File: config.mk
export PLATFORM = sky130hd
export DESIGN_NAME = hs4_tx_queue
export DESIGN_NICKNAME = d
export VERILOG_FILES = /design/src/rtl/hs4_pkg.sv /design/src/rtl/hs4_sync_fifo.sv /design/src/rtl/hs4_tx_queue.sv
export SDC_FILE = /design/constraint.sdc
export NUM_CORES = 1
export LEC_CHECK = 0
export BUFFER_PORTS_ARGS = -buffer_cell sky130_fd_sc_hd__buf_4
export CORE_MARGIN = 2
export CORE_UTILIZATION = 52
export DETAILED_ROUTE_END_ITERATION = 16
export PLACE_DENSITY = 0.76
export SYNTH_ARGS = -nofsm -noshare
export SYNTH_HDL_FRONTEND = slang
export SYNTH_SLANG_ARGS = --single-unit
File: constraint.sdc
create_clock -name clk -period 2.5 [get_ports clk]
set_input_delay 0.5 -clock clk [delete_from_list [all_inputs] [get_ports clk]]
set_output_delay 0.5 -clock clk [all_outputs]
set_load 0.05 [all_outputs]
File: src/rtl/hs4_pkg.sv
// Shared definitions for the four-phase transmit queue.
package hs4_pkg;

  localparam int unsigned STATE_W = 2;

  typedef enum logic [STATE_W-1:0] {
    IDLE = 2'd0,
    REQ  = 2'd1,
    DROP = 2'd2,
    ERR  = 2'd3
  } state_t;

endpackage

File: src/rtl/hs4_sync_fifo.sv
// Single-clock FIFO with first-word-fall-through read data and registered status.
module hs4_sync_fifo #(
  parameter int unsigned DATA_W = 8,
  parameter int unsigned DEPTH  = 4
) (
  input  logic                     clk,
  input  logic                     rst,
  input  logic                     wr,
  input  logic [DATA_W-1:0]        wr_data,
  input  logic                     rd,
  output logic [DATA_W-1:0]        rd_data,
  output logic                     full,
  output logic                     empty,
  output logic [$clog2(DEPTH):0]   level
);

  localparam int unsigned AW = $clog2(DEPTH);
  localparam int unsigned LW = AW + 1;

  logic [DATA_W-1:0] mem [DEPTH];
  logic [AW-1:0]     wr_ptr;
  logic [AW-1:0]     rd_ptr;
  logic [LW-1:0]     level_d;
  logic              do_wr;
  logic              do_rd;

  always_comb begin
    do_wr   = wr && !full;
    do_rd   = rd && !empty;
    level_d = level + LW'(do_wr) - LW'(do_rd);
  end

  assign rd_data = mem[rd_ptr];

  // Pointers wrap naturally because DEPTH is a power of two.
  always_ff @(posedge clk) begin
    if (rst) begin
      wr_ptr <= '0;
      rd_ptr <= '0;
      level  <= '0;
      full   <= 1'b0;
      empty  <= 1'b1;
    end else begin
      if (do_wr) wr_ptr <= wr_ptr + AW'(1);
      if (do_rd) rd_ptr <= rd_ptr + AW'(1);
      level <= level_d;
      full  <= (level_d == LW'(DEPTH));
      empty <= (level_d == '0);
    end
  end

  always_ff @(posedge clk) begin
    if (do_wr) mem[wr_ptr] <= wr_data;
  end

endmodule

File: src/rtl/hs4_tx_queue.sv
// Queued four-phase req/ack transmitter with ack synchronizer, timeout and sent counter.
module hs4_tx_queue
  import hs4_pkg::*;
#(
  parameter int unsigned DATA_W  = 8,
  parameter int unsigned DEPTH   = 4,
  parameter int unsigned SYNC    = 2,
  parameter int unsigned TIMEOUT = 255,
  parameter int unsigned CNT_W   = 16
) (
  input  logic                   clk,
  input  logic                   rst,
  input  logic                   wr_en,
  input  logic [DATA_W-1:0]      wr_data,
  output logic                   full,
  output logic [$clog2(DEPTH):0] level,
  output logic                   overflow,
  output logic                   req,
  output logic [DATA_W-1:0]      data_out,
  input  logic                   ack,
  output logic                   busy,
  output logic                   timeout_err,
  input  logic                   clear_err,
  output logic [CNT_W-1:0]       sent_count
);

  localparam int unsigned TW = $clog2(TIMEOUT + 1);

  state_t            state;
  state_t            state_d;
  logic [SYNC-1:0]   sync_q;
  logic              ack_s;
  logic [TW-1:0]     tcnt;
  logic [TW-1:0]     tcnt_d;
  logic              req_d;
  logic              pop;
  logic              sent_inc;
  logic              to_hit;
  logic [DATA_W-1:0] fifo_data;
  logic              fifo_empty;

  hs4_sync_fifo #(
    .DATA_W (DATA_W),
    .DEPTH  (DEPTH)
  ) u_fifo (
    .clk     (clk),
    .rst     (rst),
    .wr      (wr_en),
    .wr_data (wr_data),
    .rd      (pop),
    .rd_data (fifo_data),
    .full    (full),
    .empty   (fifo_empty),
    .level   (level)
  );

  assign ack_s = sync_q[SYNC-1];

  always_ff @(posedge clk) begin
    if (rst) state <= IDLE;
    else     state <= state_d;
  end

  // A waiting phase times out on its TIMEOUT-th cycle unless ack_s moves in that cycle.
  always_comb begin
    state_d  = state;
    req_d    = req;
    tcnt_d   = tcnt;
    pop      = 1'b0;
    sent_inc = 1'b0;
    to_hit   = 1'b0;
    case (state)
      IDLE: begin
        if (!fifo_empty && !ack_s) begin
          pop     = 1'b1;
          req_d   = 1'b1;
          tcnt_d  = '0;
          state_d = REQ;
        end
      end
      REQ: begin
        if (ack_s) begin
          req_d   = 1'b0;
          tcnt_d  = '0;
          state_d = DROP;
        end else if (tcnt == TW'(TIMEOUT - 1)) begin
          to_hit  = 1'b1;
          req_d   = 1'b0;
          state_d = ERR;
        end else begin
          tcnt_d = tcnt + TW'(1);
        end
      end
      DROP: begin
        if (!ack_s) begin
          sent_inc = 1'b1;
          state_d  = IDLE;
        end else if (tcnt == TW'(TIMEOUT - 1)) begin
          to_hit  = 1'b1;
          req_d   = 1'b0;
          state_d = ERR;
        end else begin
          tcnt_d = tcnt + TW'(1);
        end
      end
      ERR: begin
        req_d = 1'b0;
        if (clear_err && !ack_s) state_d = IDLE;
      end
      default: state_d = IDLE;
    endcase
  end

  // Flag set events take priority over a same-cycle clear_err.
  always_ff @(posedge clk) begin
    if (rst) begin
      sync_q      <= '0;
      tcnt        <= '0;
      req         <= 1'b0;
      data_out    <= '0;
      busy        <= 1'b0;
      sent_count  <= '0;
      timeout_err <= 1'b0;
      overflow    <= 1'b0;
    end else begin
      sync_q <= SYNC'({sync_q, ack});
      tcnt   <= tcnt_d;
      req    <= req_d;
      busy   <= (state_d != IDLE);
      if (pop)      data_out   <= fifo_data;
      if (sent_inc) sent_count <= sent_count + CNT_W'(1);
      if (to_hit)         timeout_err <= 1'b1;
      else if (clear_err) timeout_err <= 1'b0;
      if (wr_en && full)  overflow <= 1'b1;
      else if (clear_err) overflow <= 1'b0;
    end
  end

endmodule

### After elaboration in Yosys (flattened, before gate mapping)

Memory sizes are Yosys's and may differ from the RTL's. A register that Yosys moved wholly into a read port is not among the register bits.
Index checks and enable logic that the tools add are counted.
W data, S select, Z words.

| word-level totals | value |
|---|---|
| bits of input ports | 13 |
| memories kept | 1 |
| RAM bits | 32 |
| bits in registers | 41 |
| memory bits (read-only) | 0 |
| logic and storage cells | 72 |
| output and inout port bits | 32 |
| bits in latches | 0 |

Memories:

| memory | words | width | read ports | clocked after Yosys merged registers in | wr ports | RTL line | source |
|---|---|---|---|---|---|---|---|
| u_fifo.mem | 4 | 8 | 1 | 1 | 1 | hs4_sync_fifo.sv:20 | `logic [DATA_W-1:0] mem [DEPTH];` |

| operators by class | value |
|---|---|
| eq/ne operators | 7 |
| $add $sub $neg | 6 |
| divide/modulo/power cells | 0 |
| reduce and logical (&&, ||, !) cells | 16 |
| shift operators | 0 |
| multipliers | 0 |
| bitwise gates (word level) | 0 |
| $lt $le $gt $ge | 0 |
| multiplexer cells | 29 |

Operators with widths:

| operator | number |
|---|---|
| $mux W8 | 4 |
| $pmux W8 S3 | 1 |
| $add A16 B1 Y16 const B | 1 |
| $mux W1 | 16 |
| $mux W2 | 5 |
| $add A8 B1 Y8 const B | 1 |
| $eq A8 B8 Y1 const B | 1 |
| $pmux W2 S4 | 1 |
| $reduce_bool A2 Y1 | 3 |
| $logic_and A1 B1 Y1 | 5 |
| $add A2 B1 Y2 const B | 2 |
| $eq A2 B2 Y1 const B | 2 |
| $ne A2 B2 Y1 const B | 2 |
| $pmux W1 S4 | 1 |
| $add A3 B1 Y3 | 1 |
| $eq A3 B3 Y1 const B | 1 |
| $logic_not A1 Y1 | 3 |
| $logic_not A3 Y1 | 1 |
| $reduce_and A3 Y1 | 1 |
| $reduce_bool A3 Y1 | 1 |
| $sub A3 B1 Y3 | 1 |
| $eq A2 B1 Y1 const B | 1 |
| $logic_not A2 Y1 | 1 |
| $pmux W1 S2 | 1 |
| $reduce_and A2 Y1 | 1 |

### Depth between registers and ports, before layout

| depth | value |
|---|---|
| depth in word-level cells | 7 |
| depth in mapped cells | 13 |
| mapped depth without buffers | 12 |

### By module

Synthesis repeated with hierarchy kept, for this count alone.

| unflattened totals | value |
|---|---|
| cell total of the unflattened synthesis | 310 |
| area total of the unflattened synthesis | 3612.2 um2 |

By module, submodules not included:

| module | cells each | area each (um2) | sequential area each (um2) | times used |
|---|---|---|---|---|
| hs4_tx_queue | 219 | 1956.9 | 800.8 | 1 |
| hs4_sync_fifo | 91 | 1655.3 | 1181.1 | 1 |

### Worst setup path after synthesis

OpenSTA, ideal clock, no wires.

| timing path | value |
|---|---|
| kind | reg2reg |
| start | reg state[1] |
| end | reg u_fifo.full |
| arrival time | 2.489 ns |
| period minus slack after synthesis | 2.567 ns |
| data required time | 2.422 ns |
| slack | -0.067 ns |
| stages on the path, launching flop included | 14 |
| setup time | 0.078 ns |
| buffers on the path | 1 |
| path through | dfxtp_1 inv_1 ha_1 nand2_1 inv_1 buf_2 ha_1 inv_1 ha_1 fa_1 xor2_1 xnor2_1 nand2_1 nor3_1 |

| on the way | value |
|---|---|
| longest elaborated chain between the ends | 5 |

RTL lines:

| element | RTL line | source |
|---|---|---|
| start: declaration | hs4_tx_queue.sv:29 | `state_t state;` |
| start signal: assignment | hs4_tx_queue.sv:61 | `else state <= state_d;` |
| $logic_not A2 Y1 | hs4_tx_queue.sv:72 | `case (state)` |
| $mux W1 | hs4_tx_queue.sv:72 |  |
| $logic_and A1 B1 Y1 | hs4_sync_fifo.sv:29 | `do_rd = rd && !empty;` |
| net u_fifo.do_rd | hs4_sync_fifo.sv:25 | `logic do_rd;` |
| $sub A3 B1 Y3 | hs4_sync_fifo.sv:30 | `level_d = level + LW'(do_wr) - LW'(do_rd);` |
| $eq A3 B3 Y1 | hs4_sync_fifo.sv:47 | `full <= (level_d == LW'(DEPTH));` |
| end signal: assignment | hs4_sync_fifo.sv:47 |  |
| end: declaration | hs4_sync_fifo.sv:12 | `output logic full,` |

The timed path passes the listed nets, and every way through them passes these cells.
A chain may end at the register's enable or synchronous reset.

### Worst setup path in the final report

| timing path | value |
|---|---|
| start | reg state[1] |
| end | reg u_fifo.full |

| on the way | value |
|---|---|
| longest elaborated chain between the ends | 5 |

RTL lines:

| element | RTL line |
|---|---|
| $logic_not A2 Y1 | hs4_tx_queue.sv:72 |
| $mux W1 | hs4_tx_queue.sv:72 |
| $logic_and A1 B1 Y1 | hs4_sync_fifo.sv:29 |
| $sub A3 B1 Y3 | hs4_sync_fifo.sv:30 |
| $eq A3 B3 Y1 | hs4_sync_fifo.sv:47 |

Every way passes these cells.

==> summary.md <==
| Metric | Value |
|---|---|
| Starting density of the core | 0.5300 |
| Worst Path Class, Setup | reg -> reg |
| Ys flop type | dfxtp_1 |
| Nets | between 300 and 400 |
| TritonCTS clock tree | done |
| CTS H-tree depth | 3 |
| DRT Wirelength | 6.742 mm |
| Clk sinks | slightly above 80 |
| Hold Crit Class | in -> reg |
| Post-synthesis cell area | approximately 0.0035 sq mm |
| Synth Instances | around 320 |
| Synthesized net count | about 350 |
| Post-Route Setup TNS | 0 ns |
| Crit-path max cell delay | ~0.40 ns |
| CP Data Arrival Time | 2.62 ns |
| VDD IR max | ~540 uV |
| Critical Path, Cell by Cell | inv_1 -> ha_2 -> nand2_2 -> inv_1 -> ha_1 -> inv_1 -> ha_1 -> fa_1 -> xor2_1 -> xnor2_1 -> nand2_1 -> nor3_1 |
| CTS max path bufs | 2 |
| Slew Limit Fails | 0 |
| Max-slew headroom | 0.6089 |
| Vias in the first global route | roughly 2,400 |
| 1st-iter DRT viols | approximately 110 |
| Clock insertion delay at the later pin of the skew report | around 0.36 ns |
| Worst-margin pin slew | roughly 0.6 ns |
| Critical path endpoint category | flip-flop |
| Pwr dens | roughly 1100 mW/mm^2 |
| Period utilization | 0.9327 |
| Final Util | 0.6253 |
| Final setup viols | 0 |
| Worst Path Required | 2.79 ns |
| Num CTS Buffers | 9 |
| Die Ht | 86.52 microns |
| DRC viols | 0 |
| GRT overflow | 0 |
| Maxcap violations | 0 |
| Rows | 30 |
| Most frequent cells in the layout | dfxtp_1, buf_4, edfxtp_1 |
| Area delta synth->final | 17.99% |
| Worst path slowest cell | dfxtp_1 |
| Die ar. | approximately 0.0075 sq mm |
| Total Routing Usage GR | 0.1928 |
| Outcome | finished, final reports clean |
| Top cell by count, worst path | inv_1 |
| Post-Route Skew | between 0.007 and 0.008 ns |
| Gpl congestion | roughly 0.76 |
| CP max FO | 4 |
| Post-detail-place hpwl | ~4.6 mm |
| Vias/cell | 5.511 |
| ANT nets after route | 0 |
| Yosys warning total | 0 |
| Post-synth EDFFs | 32 |
| IO Port Bufs | 44 |
| Flops & latches, synth | 81 |
| CORE AREA | 0.006681 sq mm |
| Initial antenna violation count | 0 |
| Via count | around 2,500 |
| Clock Tree Root | clkbuf_8 |
| Die width | 86.52 microns |
| DR pass1 iterations | 4 |
| First-pass GRT wire length | ~11 mm |
| Largest net degree at the start of global routing | 46 |
| Synth async-reset ratio | 0 |
| # IOs | 45 |
| Final Hold Vio Count | 0 |
| Static Leak | about 0.0016 uW |
| Minimum clock period | 2.332 ns |
| Mapped Avg Cell Area | around 11 sq um |
| Unrepaired setup endpoints after global routing | false |
| Clock slew at reported path FFs | 0.09 ns |
| Drt wl/cell | 14.92 microns |
| Antenna Cells | 0 |
| # hold bufs at CTS | 0 |
| Cell variety after synth | 57 |
| Fmax | roughly 430 MHz |
| Fraction of the yosys area taken by sequential cells | 0.5484 |
| Ratio of cells with drive above 1 in the final layout | 0.2339 |
| Worst setup SP type | flip-flop |
-- cells by family (layout without fill, tap and decap cells) --
kind of cell               count (synthesis)  after routing  synth area share
muxes                                      9              9           0.05371
xor gates and xnor gates                  16             16           0.03957
and+or+nand+nor                          105            105            0.1505
DFF                                       81             81            0.5484
AOI/OAI and AO/OA                         61             61            0.1145
adders and majority gates                 15             15           0.05512
buffers and inverters                     32             85           0.03816
-- worst max-delay path, delay by kind of cell (launching register included) --
family	cells	cell delay, ns
buffers and inverters	3	0.18
AND/OR/NAND/NOR	3	0.30
adder cells (fa/ha/maj)	4	1.05
XOR/XNOR	2	0.35
flip-flops	1	0.40
-- per-stage QoR --
stage,total power (uW),hold slack (ns),setup WS [ns],instance area [sq um],instances
final,4456,0.3376,0.1683,4178,452
after global routing,4708,0.3272,0.02598,4178,452
after CTS,4479,0.3238,0.1223,4178,452
after detailed placement,3414,0.4327,0.1332,3954,436
after global placement,3375,0.4361,0.2337,3954,436
after floorplan,2981,0.4138,0.01080,3546,319
-- power by group --
group / switching (uW) / internal, uW / leakage (uW)
Sequential: 155 / 1580 / 0.000692
Combinational: 997 / 657 / 0.000767
Clock: 501 / 571 / 0.000114
Total: 1650 / 2800 / 0.00157
-- routing by layer --
metal / share of wire / vias to the layer above / global-route usage
met1: 0.44 / 1204 / 0.2298
met4: 0.018 / 0 / 0.08523
li1: - / 1236 / -
met5: 0 / - / 0
met3: 0.029 / 11 / 0.04381
met2: 0.51 / 40 / 0.3336
-- registers in the layout, indices dropped and copies added (netlist names), 2 cells and up --
register and count:
u_fifo.level 3, sent_count 16, tcnt 8, data_out 8
state 2, u_fifo.wr_ptr 2, u_fifo.mem 32, u_fifo.rd_ptr 2
sync_q 2
-- synth_stat cells (2+ instances only) --
master    count  area (sq um)
inv_1        20         75.07
mux4_2        8         180.2
and3_1        2         12.51
nand3_1       7         35.03
ha_1         14         175.2
xnor2_1       6         52.55
buf_1         2         7.510
a31o_2        2         17.52
or2_4         2         17.52
edfxtp_1     32         960.9
nand2b_1      2         12.51
a211oi_1      4         30.03
nor3_1        3         15.01
and2b_1       2         15.01
buf_2         3         15.01
dfxtp_1      49         980.9
a221oi_1      3         26.28
o21bai_1      2         15.01
clkbuf_1      5         18.77
nand2_1      32         120.1
nor2_1       25         93.84
o31ai_1       3         22.52
o21ai_0      12         60.06
a21oi_1      20         100.1
or3_1         4         25.02
and4_1        2         17.52
nor2b_1       5         31.28
xor2_1       10         87.58
nand4_1       7         43.79
and2_1        4         25.02
-- what timing repair did --
| item | CTS | global route |
|---|---|---|
| setup endpoints to repair | 0 | 1 |
| setup buffers | 0 | 0 |
| gates resized for setup | 0 | 1 |
-- area by class of cell --
type                            count  area, sq um
Inverter                           20        75.07
Multi-Input combinational cell    206         1469
Fill cell                         529         2504
Timing Repair Buffer               49        367.9
Tap cell                           80        100.1
Sequential cell                    81         1942
Clock inverter                      7        100.1
Clock buffer                        9        123.9
-- path summary, 6_finish.rpt --
path	cells past startpoint	slack [ns]	start	end
max reg2reg	12	0.17	state[1]$_SDFF_PP0_	u_fifo.full$_SDFF_PP0_
min reg2reg	2	0.46	data_out[7]$_SDFFE_PP0N_	data_out[7]$_SDFFE_PP0N_
max	12	0.17	state[1]$_SDFF_PP0_	u_fifo.full$_SDFF_PP0_
min	1	0.34	wr_data[3]	u_fifo.mem[2][3]$_DFFE_PP_
(Power assumes the default switching activity.)
